$ cat config.mk
export PLATFORM = sky130hd
export DESIGN_NAME = instr_fetch_unit_flat
export DESIGN_NICKNAME = d
export VERILOG_FILES = /design/src/rtl/instr_fetch_unit_pkg.sv /design/src/rtl/instr_fetch_unit_if.sv /design/src/rtl/instr_fetch_unit_next_pc_calc.sv /design/src/rtl/instr_fetch_unit.sv /design/src/flat_wrapper.sv
export SDC_FILE = /design/constraint.sdc
export NUM_CORES = 1
export LEC_CHECK = 0
export CAP_MARGIN = 20
export CORE_MARGIN = 2
export CORE_UTILIZATION = 50
export DETAILED_ROUTE_END_ITERATION = 6
export GPL_ROUTABILITY_DRIVEN = 1
export MAX_ROUTING_LAYER = met4
export PLACE_DENSITY = 0.89
export SLEW_MARGIN = 20
export SYNTH_ARGS = -nofsm -noshare
export SYNTH_HDL_FRONTEND = slang
export SYNTH_HIERARCHICAL = 1
export SYNTH_SLANG_ARGS = --single-unit
$ cat constraint.sdc
create_clock -name clk -period 4.35 [get_ports clk]
set_input_delay 0.6525 -clock clk [delete_from_list [all_inputs] [get_ports clk]]
set_output_delay 0.6525 -clock clk [all_outputs]
set_load 0.02 [all_outputs]
$ cat src/rtl/instr_fetch_unit_pkg.sv
// Shared opcode constants, instruction field positions and fetch FSM encoding.
// Control imports the same package so both sides agree on the opcode space.
package risc_pkg;

    localparam logic [6:0] OP_LW    = 7'b0110000;
    localparam logic [6:0] OP_SW    = 7'b0110001;
    localparam logic [6:0] OP_JR    = 7'b1000001;
    localparam logic [2:0] BR_CLASS = 3'b100;

    localparam int OPC_HI = 31;
    localparam int OPC_LO = 25;
    localparam int IMM_HI = 15;

    typedef enum logic [1:0] {
        IDLE    = 2'd0,
        FETCH   = 2'd1,
        ISSUE   = 2'd2,
        RESOLVE = 2'd3
    } fetchState_e;

    // Every opcode in the branch class waits for an outcome before the next fetch.
    function automatic logic isBranch(input logic [6:0] op);
        return op[6:4] == BR_CLASS;
    endfunction

endpackage

$ cat src/rtl/instr_fetch_unit_if.sv
// Bundles the imem request channel, the issue channel toward Control/datapath
// and the branch-resolution inputs of the fetch unit.
interface instr_fetch_unit_if #(
    parameter int ADDR_W  = 32,
    parameter int INSTR_W = 32,
    parameter int CNT_W   = 32
);
    logic               imem_req;
    logic [ADDR_W-1:0]  imem_addr;
    logic               imem_ready;
    logic [INSTR_W-1:0] imem_rdata;

    logic               issue_valid;
    logic               issue_ready;
    logic [6:0]         operation;
    logic [INSTR_W-1:0] instr;
    logic [ADDR_W-1:0]  issue_pc;

    logic               br_valid;
    logic               br_taken;
    logic [ADDR_W-1:0]  rs_value;

    logic [CNT_W-1:0]   issue_count;

    modport master (
        output imem_req, imem_addr, issue_valid, operation, instr, issue_pc, issue_count,
        input  imem_ready, imem_rdata, issue_ready, br_valid, br_taken, rs_value
    );

    modport slave (
        input  imem_req, imem_addr, issue_valid, operation, instr, issue_pc, issue_count,
        output imem_ready, imem_rdata, issue_ready, br_valid, br_taken, rs_value
    );
endinterface

$ cat src/rtl/instr_fetch_unit_next_pc_calc.sv
// Branch-target arithmetic for the fetch unit: jump-register, taken branch or
// fall-through. All sums wrap modulo 2^ADDR_W.
module next_pc_calc
    import risc_pkg::*;
#(
    parameter int ADDR_W = 32
) (
    input  logic [ADDR_W-1:0] pc,
    input  logic [IMM_HI:0]   instrImm,
    input  logic              brTaken,
    input  logic [ADDR_W-1:0] rsValue,
    input  logic              isJr,
    output logic [ADDR_W-1:0] nextPc
);

    logic [ADDR_W-1:0] seqPc;
    logic [ADDR_W-1:0] branchOffset;

    // Immediate is a signed word offset relative to the following instruction.
    assign seqPc        = pc + ADDR_W'(4);
    assign branchOffset = {{(ADDR_W-IMM_HI-1){instrImm[IMM_HI]}}, instrImm} << 2;

    always_comb begin
        nextPc = seqPc;
        if (isJr) begin
            nextPc = rsValue;
        end else if (brTaken) begin
            nextPc = seqPc + branchOffset;
        end
    end

endmodule

$ cat src/rtl/instr_fetch_unit.sv
// Multi-cycle instruction fetch: one instruction in flight, fetched from imem,
// issued to Control, and for branches held until the outcome steers the PC.
module instr_fetch_unit
    import risc_pkg::*;
#(
    parameter int              ADDR_W   = 32,
    parameter int              INSTR_W  = 32,
    parameter logic [ADDR_W-1:0] RESET_PC = '0,
    parameter int              CNT_W    = 32
) (
    input  logic                clk,
    input  logic                rst_n,
    instr_fetch_unit_if.master  bus
);

    fetchState_e        state, stateNext;
    logic [ADDR_W-1:0]  pc, pcNext, branchPc;
    logic [INSTR_W-1:0] instrReg, instrNext;
    logic [CNT_W-1:0]   issueCount, countNext;
    logic [6:0]         opcode;

    assign opcode = instrReg[OPC_HI:OPC_LO];

    next_pc_calc #(.ADDR_W(ADDR_W)) uNextPc (
        .pc       (pc),
        .instrImm (instrReg[IMM_HI:0]),
        .brTaken  (bus.br_taken),
        .rsValue  (bus.rs_value),
        .isJr     (opcode == OP_JR),
        .nextPc   (branchPc)
    );

    always_ff @(posedge clk) begin
        if (!rst_n) begin
            state      <= IDLE;
            pc         <= RESET_PC;
            instrReg   <= '0;
            issueCount <= '0;
        end else begin
            state      <= stateNext;
            pc         <= pcNext;
            instrReg   <= instrNext;
            issueCount <= countNext;
        end
    end

    // Handshake inputs are only looked at in the state that owns them.
    always_comb begin
        stateNext = state;
        pcNext    = pc;
        instrNext = instrReg;
        countNext = issueCount;
        unique case (state)
            IDLE: stateNext = FETCH;
            FETCH: begin
                if (bus.imem_ready) begin
                    instrNext = bus.imem_rdata;
                    stateNext = ISSUE;
                end
            end
            ISSUE: begin
                if (bus.issue_ready) begin
                    countNext = issueCount + CNT_W'(1);
                    if (isBranch(opcode)) begin
                        stateNext = RESOLVE;
                    end else begin
                        pcNext    = pc + ADDR_W'(4);
                        stateNext = FETCH;
                    end
                end
            end
            RESOLVE: begin
                if (bus.br_valid) begin
                    pcNext    = branchPc;
                    stateNext = FETCH;
                end
            end
            default: stateNext = IDLE;
        endcase
    end

    // pc does not move during ISSUE, so it doubles as the issued PC.
    assign bus.imem_req    = (state == FETCH);
    assign bus.imem_addr   = pc;
    assign bus.issue_valid = (state == ISSUE);
    assign bus.operation   = opcode;
    assign bus.instr       = instrReg;
    assign bus.issue_pc    = pc;
    assign bus.issue_count = issueCount;

endmodule

$ cat src/flat_wrapper.sv
// flat-port wrapper written by rule: the top's interface ports become plain ports
module instr_fetch_unit_flat import risc_pkg::*;
#(
    parameter int              ADDR_W   = 32,
    parameter int              INSTR_W  = 32,
    parameter logic [ADDR_W-1:0] RESET_PC = '0,
    parameter int              CNT_W    = 32
)
  (clk, rst_n, bus_imem_req, bus_imem_addr, bus_issue_valid, bus_operation, bus_instr, bus_issue_pc, bus_issue_count, bus_imem_ready, bus_imem_rdata, bus_issue_ready, bus_br_valid, bus_br_taken, bus_rs_value);
  instr_fetch_unit_if #(.ADDR_W(ADDR_W), .INSTR_W(INSTR_W), .CNT_W(CNT_W)) bus_i ();
  input  logic clk;
  input  logic rst_n;
  output wire logic [$bits(bus_i.imem_req)-1:0] bus_imem_req;
  output wire logic [$bits(bus_i.imem_addr)-1:0] bus_imem_addr;
  output wire logic [$bits(bus_i.issue_valid)-1:0] bus_issue_valid;
  output wire logic [$bits(bus_i.operation)-1:0] bus_operation;
  output wire logic [$bits(bus_i.instr)-1:0] bus_instr;
  output wire logic [$bits(bus_i.issue_pc)-1:0] bus_issue_pc;
  output wire logic [$bits(bus_i.issue_count)-1:0] bus_issue_count;
  input wire logic [$bits(bus_i.imem_ready)-1:0] bus_imem_ready;
  input wire logic [$bits(bus_i.imem_rdata)-1:0] bus_imem_rdata;
  input wire logic [$bits(bus_i.issue_ready)-1:0] bus_issue_ready;
  input wire logic [$bits(bus_i.br_valid)-1:0] bus_br_valid;
  input wire logic [$bits(bus_i.br_taken)-1:0] bus_br_taken;
  input wire logic [$bits(bus_i.rs_value)-1:0] bus_rs_value;
  assign bus_imem_req = bus_i.imem_req;
  assign bus_imem_addr = bus_i.imem_addr;
  assign bus_issue_valid = bus_i.issue_valid;
  assign bus_operation = bus_i.operation;
  assign bus_instr = bus_i.instr;
  assign bus_issue_pc = bus_i.issue_pc;
  assign bus_issue_count = bus_i.issue_count;
  assign bus_i.imem_ready = bus_imem_ready;
  assign bus_i.imem_rdata = bus_imem_rdata;
  assign bus_i.issue_ready = bus_issue_ready;
  assign bus_i.br_valid = bus_br_valid;
  assign bus_i.br_taken = bus_br_taken;
  assign bus_i.rs_value = bus_rs_value;
  instr_fetch_unit #(.ADDR_W(ADDR_W), .INSTR_W(INSTR_W), .RESET_PC(RESET_PC), .CNT_W(CNT_W)) u_core (.clk(clk), .rst_n(rst_n), .bus(bus_i));
endmodule
==> flow_metrics.tcl, run 1 <==
set metrics [dict create \
    async_reset_ff_share_pct 0 \
    finalSetupViolCount 0 \
    worst_pin_slew_ps 994 \
    ant_nets 0 \
    layout_common_cells "clkdlybuf4s50_1, nand2_1, a21oi_1, dfxtp_1, nor2_1" \
    ys_ff_latch 98 \
    io_pins 207 \
    final_layout_size_suffix_gt1_share_pct 7.53 \
    gp_congestion 0.975 \
    layout_commonest_cell "clkdlybuf4s50_1" \
    via_per_inst 6.10 \
    drv_cap 0 \
    ctsLongestPathBuffers 2 \
    cts_hold_buf 0 \
    dp.cells 1422 \
    relSlewSlack_pct 33.7 \
    swShare_pct 30.1 \
    r2r_end "u_core/bus.imem_addr[30]" \
    path_max_fanout 5 \
    nFillCells 1367 \
    hpwl_um 19400 \
    cts_buffers 9 \
    regArea_sq_mm 0.00196 \
    ir_drop_uv 180 \
    port_buffers 206 \
    cts_tree "built" \
    multiInputGateArea_sq_mm 0.00539 \
    dp_slack_ps 310 \
    pwr-share-seq_pct 43.5 \
    critical_path_class "reg -> reg" \
    synth_nets 1176 \
    die_w_um 130 \
    cts_setup_buffers 0 \
    core-area_sq_mm 0.0157 \
    synth-main-ff-cell "dfxtp_1" \
    antenna_found_initial 0 \
    avgSynthCellArea_sq_um 7.50 \
    dieHeight_um 130 \
    drt_iter0_drc 778 \
    skew_ps 13.8 \
    cp.required_ps 4570 \
    wire_per_inst_um 18.5 \
    clock.fmax_ghz 0.243 \
    placementRows 46 \
    fin_crit_ps 4110 \
    cts_num_sinks 98 \
    grt_max_degree 50 \
    initial_utilization_pct 50.7 \
    ys_types 89 \
    drc 2 \
    drv_slew 0 \
    worstSkewPairLatency_ps 360 \
    post-route-period-util_pct 94.4 \
    violations "design-rule violations" \
    endpoint "u_core/bus.imem_addr[30]" \
    grt_pass1_wl_um 41100 \
    grt_pass1_vias 8065 \
    nets 1330 \
    power_density_mw_per_mm2 212 \
    end_kind "register" \
    yosys_warnings 6 \
    grt.total_usage_pct 31.4 \
    diodes 0 \
    cts_root_buffer "clkbuf_16" \
    cp-start-kind "register" \
    via_count 8772 \
    synth_edf_count 0 \
    hold_class "reg -> reg" \
    p_int_mw 1.52 \
    startpoint "u_core/bus.imem_addr[5]" \
    yosysTopAreaCellShare_pct 24.6 \
    htree_levels 3 \
    tns_ps 0 \
    synth_area_leader_cell "dfxtp_1" \
    firstDrtPassIters 7 \
    p_comb_share_pct 20.9 \
    status "complete, but fails checks" \
    ys_top_cells_by_area "dfxtp_1, nand2_1, ha_1, a21oi_1, xor2_1" \
    dieArea_sq_mm 0.0170 \
    fin_ws_ps 243 \
    syn_area_sq_mm 0.00797 \
    path_clk_slew_ps 70 \
    switching_power_uw 656 \
    stdcell_count 1438 \
    reg2reg_depth 18 \
    whs_ps 455 \
    wirelength_um 26600 \
    arrival_ps 4330 \
    seq_area_frac_synth_pct 24.6 \
    overflow 0 \
    p_leak_nw 3.90 \
    syn_inst 1063 \
    reg2reg_slack_ps 240 \
    finalHoldViolations 0 \
    worstReg2RegStart "u_core/bus.imem_addr[5]" \
    rsz0062_at_grt "no" \
    syn_to_final_growth_pct 29.1 \
    clkPwrFrac_pct 35.6 \
]
-- power by group through the flow --
stage                     Sequential (mW)  Clock, mW  Combinational [mW]
after floorplan                      1.00          0               0.222
after global placement              0.969          0               0.442
after detailed placement            0.969          0               0.447
after CTS                           0.948      0.792               0.449
after global routing                0.952      0.819               0.488
final                               0.949      0.777               0.456
-- cells by family (layout without fill, tap and decap cells) --
logic type | after synthesis | in the layout | synth area share, %
buffers and inverters | 117 | 276 | 8.17
adder cells (fa/ha/maj) | 43 | 43 | 6.85
AO/OA/AOI/OAI | 294 | 294 | 24.1
flip-flops | 98 | 98 | 24.6
AND/OR/NAND/NOR | 429 | 429 | 26.9
multiplexers | 15 | 15 | 1.98
XOR/XNOR | 67 | 67 | 7.37
-- cell type report --
cell class              instances  share of cell area, %
clock buffers                   9                   2.19
clock inverters                 7                  0.560
inverters                      23                  0.840
multi-input cells             848                   52.4
flip-flops and latches         98                   19.1
well taps                     216                   2.63
repair buffers                237                   22.3
-- metrics by stage --
stage,area (sq um),utilization [%],power [mW]
2_1_floorplan,7970,-,1.22
3_3_place_gp,9980,63.5,1.41
3_5_place_dp,9980,63.5,1.42
4_1_cts,10300,65.3,2.19
5_1_grt,10300,65.4,2.26
6_report,10300,65.4,2.18
-- routing by layer --
metal / up-vias / track usage, % / routed length (um)
li1: 4129 / - / -
met1: 4042 / 40.0 / 10800
met2: 504 / 49.8 / 12300
met3: 97 / 5.08 / 2520
met4: 0 / 12.5 / 978
met5: - / - / 0
-- worst min-delay path by stage --
stage	startpoint	cells after the start	end
after detailed placement	u_core/bus.instr[19]	2	u_core/bus.instr[19]
after global routing	u_core/bus.instr[17]	2	u_core/bus.instr[17]
after CTS	u_core/bus.instr[20]	2	u_core/bus.instr[20]
after floorplan	u_core/state[1]	2	u_core/state[1]
final	u_core/bus.instr[19]	2	u_core/bus.instr[19]
after global placement	u_core/bus.instr[21]	2	u_core/bus.instr[21]
-- synthesized netlist by cell type, types with 6 or more instances --
library cell and n:
clkbuf_1 40, a2bb2oi_1 7, nand2_1 159, a21o_1 13, and3_1 23, o22ai_1 13, buf_4 39, xnor2_1 28
nor2b_1 8, ha_1 42, nand4_1 29, nor2_1 76, mux2i_1 9, and2_1 6, nor4_1 14, dfxtp_1 98
or3_1 9, nand2b_1 12, inv_1 22, nor3_1 17, o21a_1 9, a211oi_1 9, xor2_1 39, nand3_1 47
a21oi_1 104, o21ai_0 54, a31oi_1 13, o21bai_1 6
-- sequential cells by signal (all words and copies together), names as in the netlist --
name / cells
u_core/bus.instr: 32
u_core/state: 2
u_core/bus.imem_addr: 32
u_core/bus.issue_count: 32
-- critical path, cell delays in order (launching register included) --
cell and delay, ps:
dfxtp_1 320, and3_1 270, and3_1 340, and2_1 270, and3_1 270, nand2_1 90, xnor2_1 310, ha_1 330
a21oi_1 220, o21ai_0 120, a21oi_1 200, o21a_1 160, o41ai_2 100, a311oi_1 330, xor2_1 180, a21oi_1 90
and3_1 170, a21oi_1 120, o22ai_1 90
-- repair_timing --
| item | in CTS | in global routing |
|---|---|---|
| endpoints found under the hold margin | 0 | 0 |
| resized for setup | 0 | 3 |
| endpoints found under the setup margin | 0 | 7 |
(Power assumes the default switching activity.)
==> run 2, diff against run 1 <==
--- a/config.mk
+++ b/config.mk
@@ -10,6 +10,7 @@
 export CORE_UTILIZATION = 50
 export DETAILED_ROUTE_END_ITERATION = 6
 export GPL_ROUTABILITY_DRIVEN = 1
+export GPL_TIMING_DRIVEN = 0
 export MAX_ROUTING_LAYER = met4
 export PLACE_DENSITY = 0.89
 export SLEW_MARGIN = 20
==> run 2 against run 1 <==
- the flow now finishes without violations
- flip-flop and latch count stayed put
- sequential power up 1%
- count of clock-buffer cells in the layout rose by 1
- via count grew 5.0%
- power increased by 2.2%
- critical path depth did not move
- clock power rose by 3.0%
- core utilization rose by 3.1 points
- routed wire length rose by 8.3%
==> flow_metrics.tcl, run 2 (synthesized netlist as in run 1, its figures left out) <==
set metrics [dict create \
    arrival_ps 4460 \
    die_w_um 130 \
    initial_utilization_pct 50.7 \
    core-area_sq_mm 0.0157 \
    finalSetupViolCount 0 \
    dp_slack_ps -485 \
    ctsLongestPathBuffers 2 \
    p_leak_nw 4.12 \
    drv_cap 0 \
    via_count 9213 \
    cts_buffers 9 \
    diodes 0 \
    ant_nets 0 \
    cp.required_ps 4550 \
    drt_iter0_drc 961 \
    grt_max_degree 23 \
    firstDrtPassIters 6 \
    relSlewSlack_pct 32.3 \
    end_kind "register" \
    tns_ps 0 \
    hpwl_um 21500 \
    grt.total_usage_pct 33.7 \
    path_clk_slew_ps 70 \
    dieHeight_um 130 \
    gp_congestion 1.01 \
    htree_levels 3 \
    cts_root_buffer "clkbuf_16" \
    drc 0 \
    port_buffers 206 \
    grt_pass1_wl_um 43800 \
    worstSkewPairLatency_ps 350 \
    fin_ws_ps 90.4 \
    power_mw 2.23 \
    critical_path_class "reg -> reg" \
    drv_slew 0 \
    clock.fmax_ghz 0.235 \
    hold_class "reg -> reg" \
    rsz0062_at_grt "yes" \
    path_max_fanout 11 \
    final_layout_size_suffix_gt1_share_pct 11.1 \
    cts_tree "built" \
    layout_common_cells "clkdlybuf4s50_1, nand2_1, a21oi_1, dfxtp_1, nor2_1" \
    skew_ps 8.59 \
    cp-start-kind "register" \
    status "finished, final reports clean" \
    placementRows 46 \
    fin_crit_ps 4260 \
    via_per_inst 6.11 \
    grt_pass1_vias 8379 \
    cts_hold_buf 0 \
    wirelength_um 28800 \
    dieArea_sq_mm 0.0170 \
    overflow 0 \
    finalHoldViolations 0 \
    io_pins 207 \
    layout_commonest_cell "clkdlybuf4s50_1" \
    cts_num_sinks 98 \
    post-route-period-util_pct 97.9 \
    ir_drop_uv 252 \
    nets 1401 \
    power_density_mw_per_mm2 207 \
    wire_per_inst_um 19.1 \
    antenna_found_initial 0 \
    syn_to_final_growth_pct 35.1 \
    worst_pin_slew_ps 1010 \
]
run 2: cell types whose count changed in the layout (fill, tap and decap cells not counted), sizes merged:
cell           before  now
clkinvlp            2    0
buf                31   59
clkinv              1    3
clkdlybuf4s18       0    1
inv                27   26
clkbuf              9   52
run 2: repair_timing:
action	CTS	global route
buffers inserted	1	8
endpoints found under the setup margin	6	9
resized for setup	15	27
pin swaps	1	4
run 2: per-stage QoR:
step	std cells	hold WS [ps]	instance area, sq um	utilization (%)
after floorplan	1063	504	7970	-
after global placement	1485	441	10300	65.6
after detailed placement	1485	451	10300	65.6
after CTS	1502	463	10600	67.7
after global routing	1509	485	10800	68.5
final	1509	462	10800	68.5
run 2: layout make-up:
class / instances / area, sq um
Fill cell: 1345 / 4940
Timing Repair Buffer: 215 / 2130
Clock buffer: 10 / 239
Buffer: 93 / 562
Sequential cell: 98 / 2000
Tap cell: 216 / 270
Clock inverter: 6 / 57.6
Inverter: 23 / 86.3
Multi-Input combinational cell: 848 / 5420
run 2: per-layer routing:
| metal | vias to the layer above | GRT usage (%) | wire length [um] |
|---|---|---|---|
| met3 | 78 | 5.78 | 2870 |
| met4 | 0 | 11.2 | 782 |
| met5 | - | - | 0 |
| met2 | 601 | 54.0 | 13200 |
| li1 | 4272 | - | - |
| met1 | 4262 | 43.2 | 11900 |
run 2: final timing paths:
check | slack (ps) | cells past startpoint | end | startpoint
max | 90 | 18 | u_core/bus.imem_addr[31] | u_core/bus.imem_addr[6]
min | 460 | 2 | u_core/bus.instr[21] | u_core/bus.instr[21]
max reg2reg | 90 | 18 | u_core/bus.imem_addr[31] | u_core/bus.imem_addr[6]
min reg2reg | 460 | 2 | u_core/bus.instr[21] | u_core/bus.instr[21]
run 2: critical path: stages, from the launching register on:
cell and delay, ps:
dfxtp_4 430, and3_4 240, and3_1 150, buf_2 190, and2_4 190, and3_2 260, nand2_1 80, xnor2_1 200
ha_1 260, a21o_2 230, a31o_2 280, or3_4 330, a211oi_2 140, a22oi_1 100, xnor2_1 170, o311a_1 430
and3_1 170, a21oi_1 140, o22ai_1 100
run 2: power breakdown:
part / leakage (nW) / switching, mW / internal [mW]
logic: 3.17 / 0.247 / 0.220
registers: 0.804 / 0.0458 / 0.916
clock network: 0.147 / 0.382 / 0.417
==> run 3, diff against run 2 <==
--- a/config.mk
+++ b/config.mk
@@ -13,6 +13,7 @@
 export GPL_TIMING_DRIVEN = 0
 export MAX_ROUTING_LAYER = met4
 export PLACE_DENSITY = 0.89
+export REMOVE_ABC_BUFFERS = 1
 export SLEW_MARGIN = 20
 export SYNTH_ARGS = -nofsm -noshare
 export SYNTH_HDL_FRONTEND = slang
==> run 3 against run 2 <==
- power fell by 2.4%
- critical path type unchanged
- routed wire length fell by 15%
- highest routed layer unchanged
- core utilization fell by 3.0 points
- global-route usage fell by 5.2 points
- cell count fell by 6.2%
- critical path depth fell by 3
- die area did not move
- count of clock-buffer cells in the layout fell by 1
- first-iteration DRC count fell by 22%
- register-to-register slack improved by 70 ps
==> flow_metrics.tcl, run 3 (synthesized netlist as in run 1, its figures left out) <==
set metrics [dict create \
    status "finished, final reports clean" \
    fin_crit_ps 4190 \
    skew_ps 11.1 \
    placementRows 46 \
    drt_iter0_drc 751 \
    clkPwrFrac_pct 35.8 \
    drv_cap 0 \
    hold_class "reg -> reg" \
    worstReg2RegStart "u_core/bus.imem_addr[9]" \
    syn_to_final_growth_pct 29.2 \
    diodes 0 \
    clock.fmax_ghz 0.239 \
    cp-start-kind "register" \
    ctsLongestPathBuffers 2 \
    reg2reg_depth 15 \
    drv_slew 0 \
    dieHeight_um 130 \
    overflow 0 \
    htree_levels 3 \
    startpoint "u_core/bus.imem_addr[9]" \
    path_clk_slew_ps 80 \
    cts_tree "built" \
    post-route-period-util_pct 96.4 \
    drc 0 \
    power_mw 2.17 \
    via_count 8532 \
    wire_per_inst_um 17.3 \
    worst_pin_slew_ps 949 \
    layout_common_cells "clkdlybuf4s50_1, nand2_1, a21oi_1, dfxtp_1, nor2_1" \
    grt_pass1_vias 7647 \
    cts_num_sinks 98 \
    tns_ps 0 \
    io_pins 207 \
    grt_max_degree 63 \
    path_max_fanout 11 \
    layout_commonest_cell "clkdlybuf4s50_1" \
    cts_root_buffer "clkbuf_16" \
    stdcell_count 1416 \
    die_w_um 130 \
    initial_utilization_pct 50.7 \
    worstSkewPairLatency_ps 360 \
    relSlewSlack_pct 36.6 \
    dieArea_sq_mm 0.0170 \
    nets 1309 \
    port_buffers 206 \
    cts_buffers 9 \
    r2r_end "u_core/bus.imem_addr[26]" \
    final_layout_size_suffix_gt1_share_pct 8.17 \
    antenna_found_initial 0 \
    pwr-share-seq_pct 44.2 \
    finalSetupViolCount 0 \
    power_density_mw_per_mm2 211 \
    endpoint "u_core/bus.imem_addr[26]" \
    firstDrtPassIters 6 \
    arrival_ps 4430 \
    final_cell_area_sq_mm 0.0103 \
    p_int_mw 1.52 \
    end_kind "register" \
    finalHoldViolations 0 \
    dp.cells 1395 \
    swShare_pct 30.2 \
    reg2reg_slack_ps 160 \
    p_comb_share_pct 20.0 \
    p_leak_nw 3.82 \
    wirelength_um 24500 \
    cp.required_ps 4590 \
    post_dp_cell_area_sq_mm 0.00985 \
    ant_nets 0 \
    critical_path_class "reg -> reg" \
    hpwl_um 17500 \
    core-area_sq_mm 0.0157 \
    switching_power_uw 658 \
    grt_pass1_wl_um 37900 \
    via_per_inst 6.03 \
    gp_congestion 0.925 \
    ir_drop_uv 175 \
    grt.total_usage_pct 28.4 \
]
## run 3: metal layers
layer	part of all wire, %	vias to the layer above	global-route usage [%]
met5	0	-	-
met4	2.0	0	8.10
met3	8.5	40	4.63
met2	47	427	45.6
met1	43	3966	37.2
li1	-	4099	-
## run 3: cell type report
cell class                      count  area (sq um)
Clock inverter                      6          52.6
Multi-Input combinational cell    848          5460
Clock buffer                        9           225
Tap cell                          216           270
Fill cell                        1313          5420
Inverter                           23          88.8
Sequential cell                    98          2000
Timing Repair Buffer              216          2200
## run 3: repair_timing
| action | in CTS | in global routing |
|---|---|---|
| hold buffers | 0 | 0 |
| pin swaps | 0 | 3 |
| setup endpoints to repair | 4 | 6 |
| resized for setup | 13 | 27 |
| setup buffers | 0 | 5 |
## run 3: through the flow
step                      utilization (%)  setup WS [ps]  hold WS (ps)
after detailed placement             62.7           -206           446
after global routing                 65.5          -45.5           470
after floorplan                         -            165           504
after CTS                            64.6           24.9           456
final                                65.5            157           454
after global placement               62.0           -451           442
## run 3: worst min-delay path by stage
stage	startpoint	endpoint	slack [ps]	depth (start not counted)
3_5_place_dp	u_core/bus.instr[24]	u_core/bus.instr[24]	450	2
6_report	u_core/bus.instr[24]	u_core/bus.instr[24]	450	2
5_1_grt	u_core/bus.instr[24]	u_core/bus.instr[24]	470	2
2_1_floorplan	u_core/state[1]	u_core/state[1]	500	2
4_1_cts	u_core/bus.instr[24]	u_core/bus.instr[24]	460	2
3_3_place_gp	u_core/bus.instr[17]	u_core/bus.instr[17]	440	2
## run 3: worst max-delay path: stages (launching register included)
cell	delay, ps
dfxtp_4	420
and4_1	250
nand2_1	120
nor3_4	290
buf_4	170
nand3_1	170
nor2_1	190
xor2_1	370
ha_1	220
nand4_1	200
o41ai_2	580
xor2_1	230
nand2_1	70
a2bb2oi_1	270
o21ai_0	150
a311oi_1	350
## run 3: power groups by stage
stage                     Combinational, mW  Sequential, mW  Clock, mW
after floorplan                       0.174            1.02          0
final                                 0.435           0.961      0.779
after global placement                0.406           0.984          0
after detailed placement              0.419           0.986          0
after CTS                             0.422           0.965      0.788
after global routing                  0.464           0.967      0.820
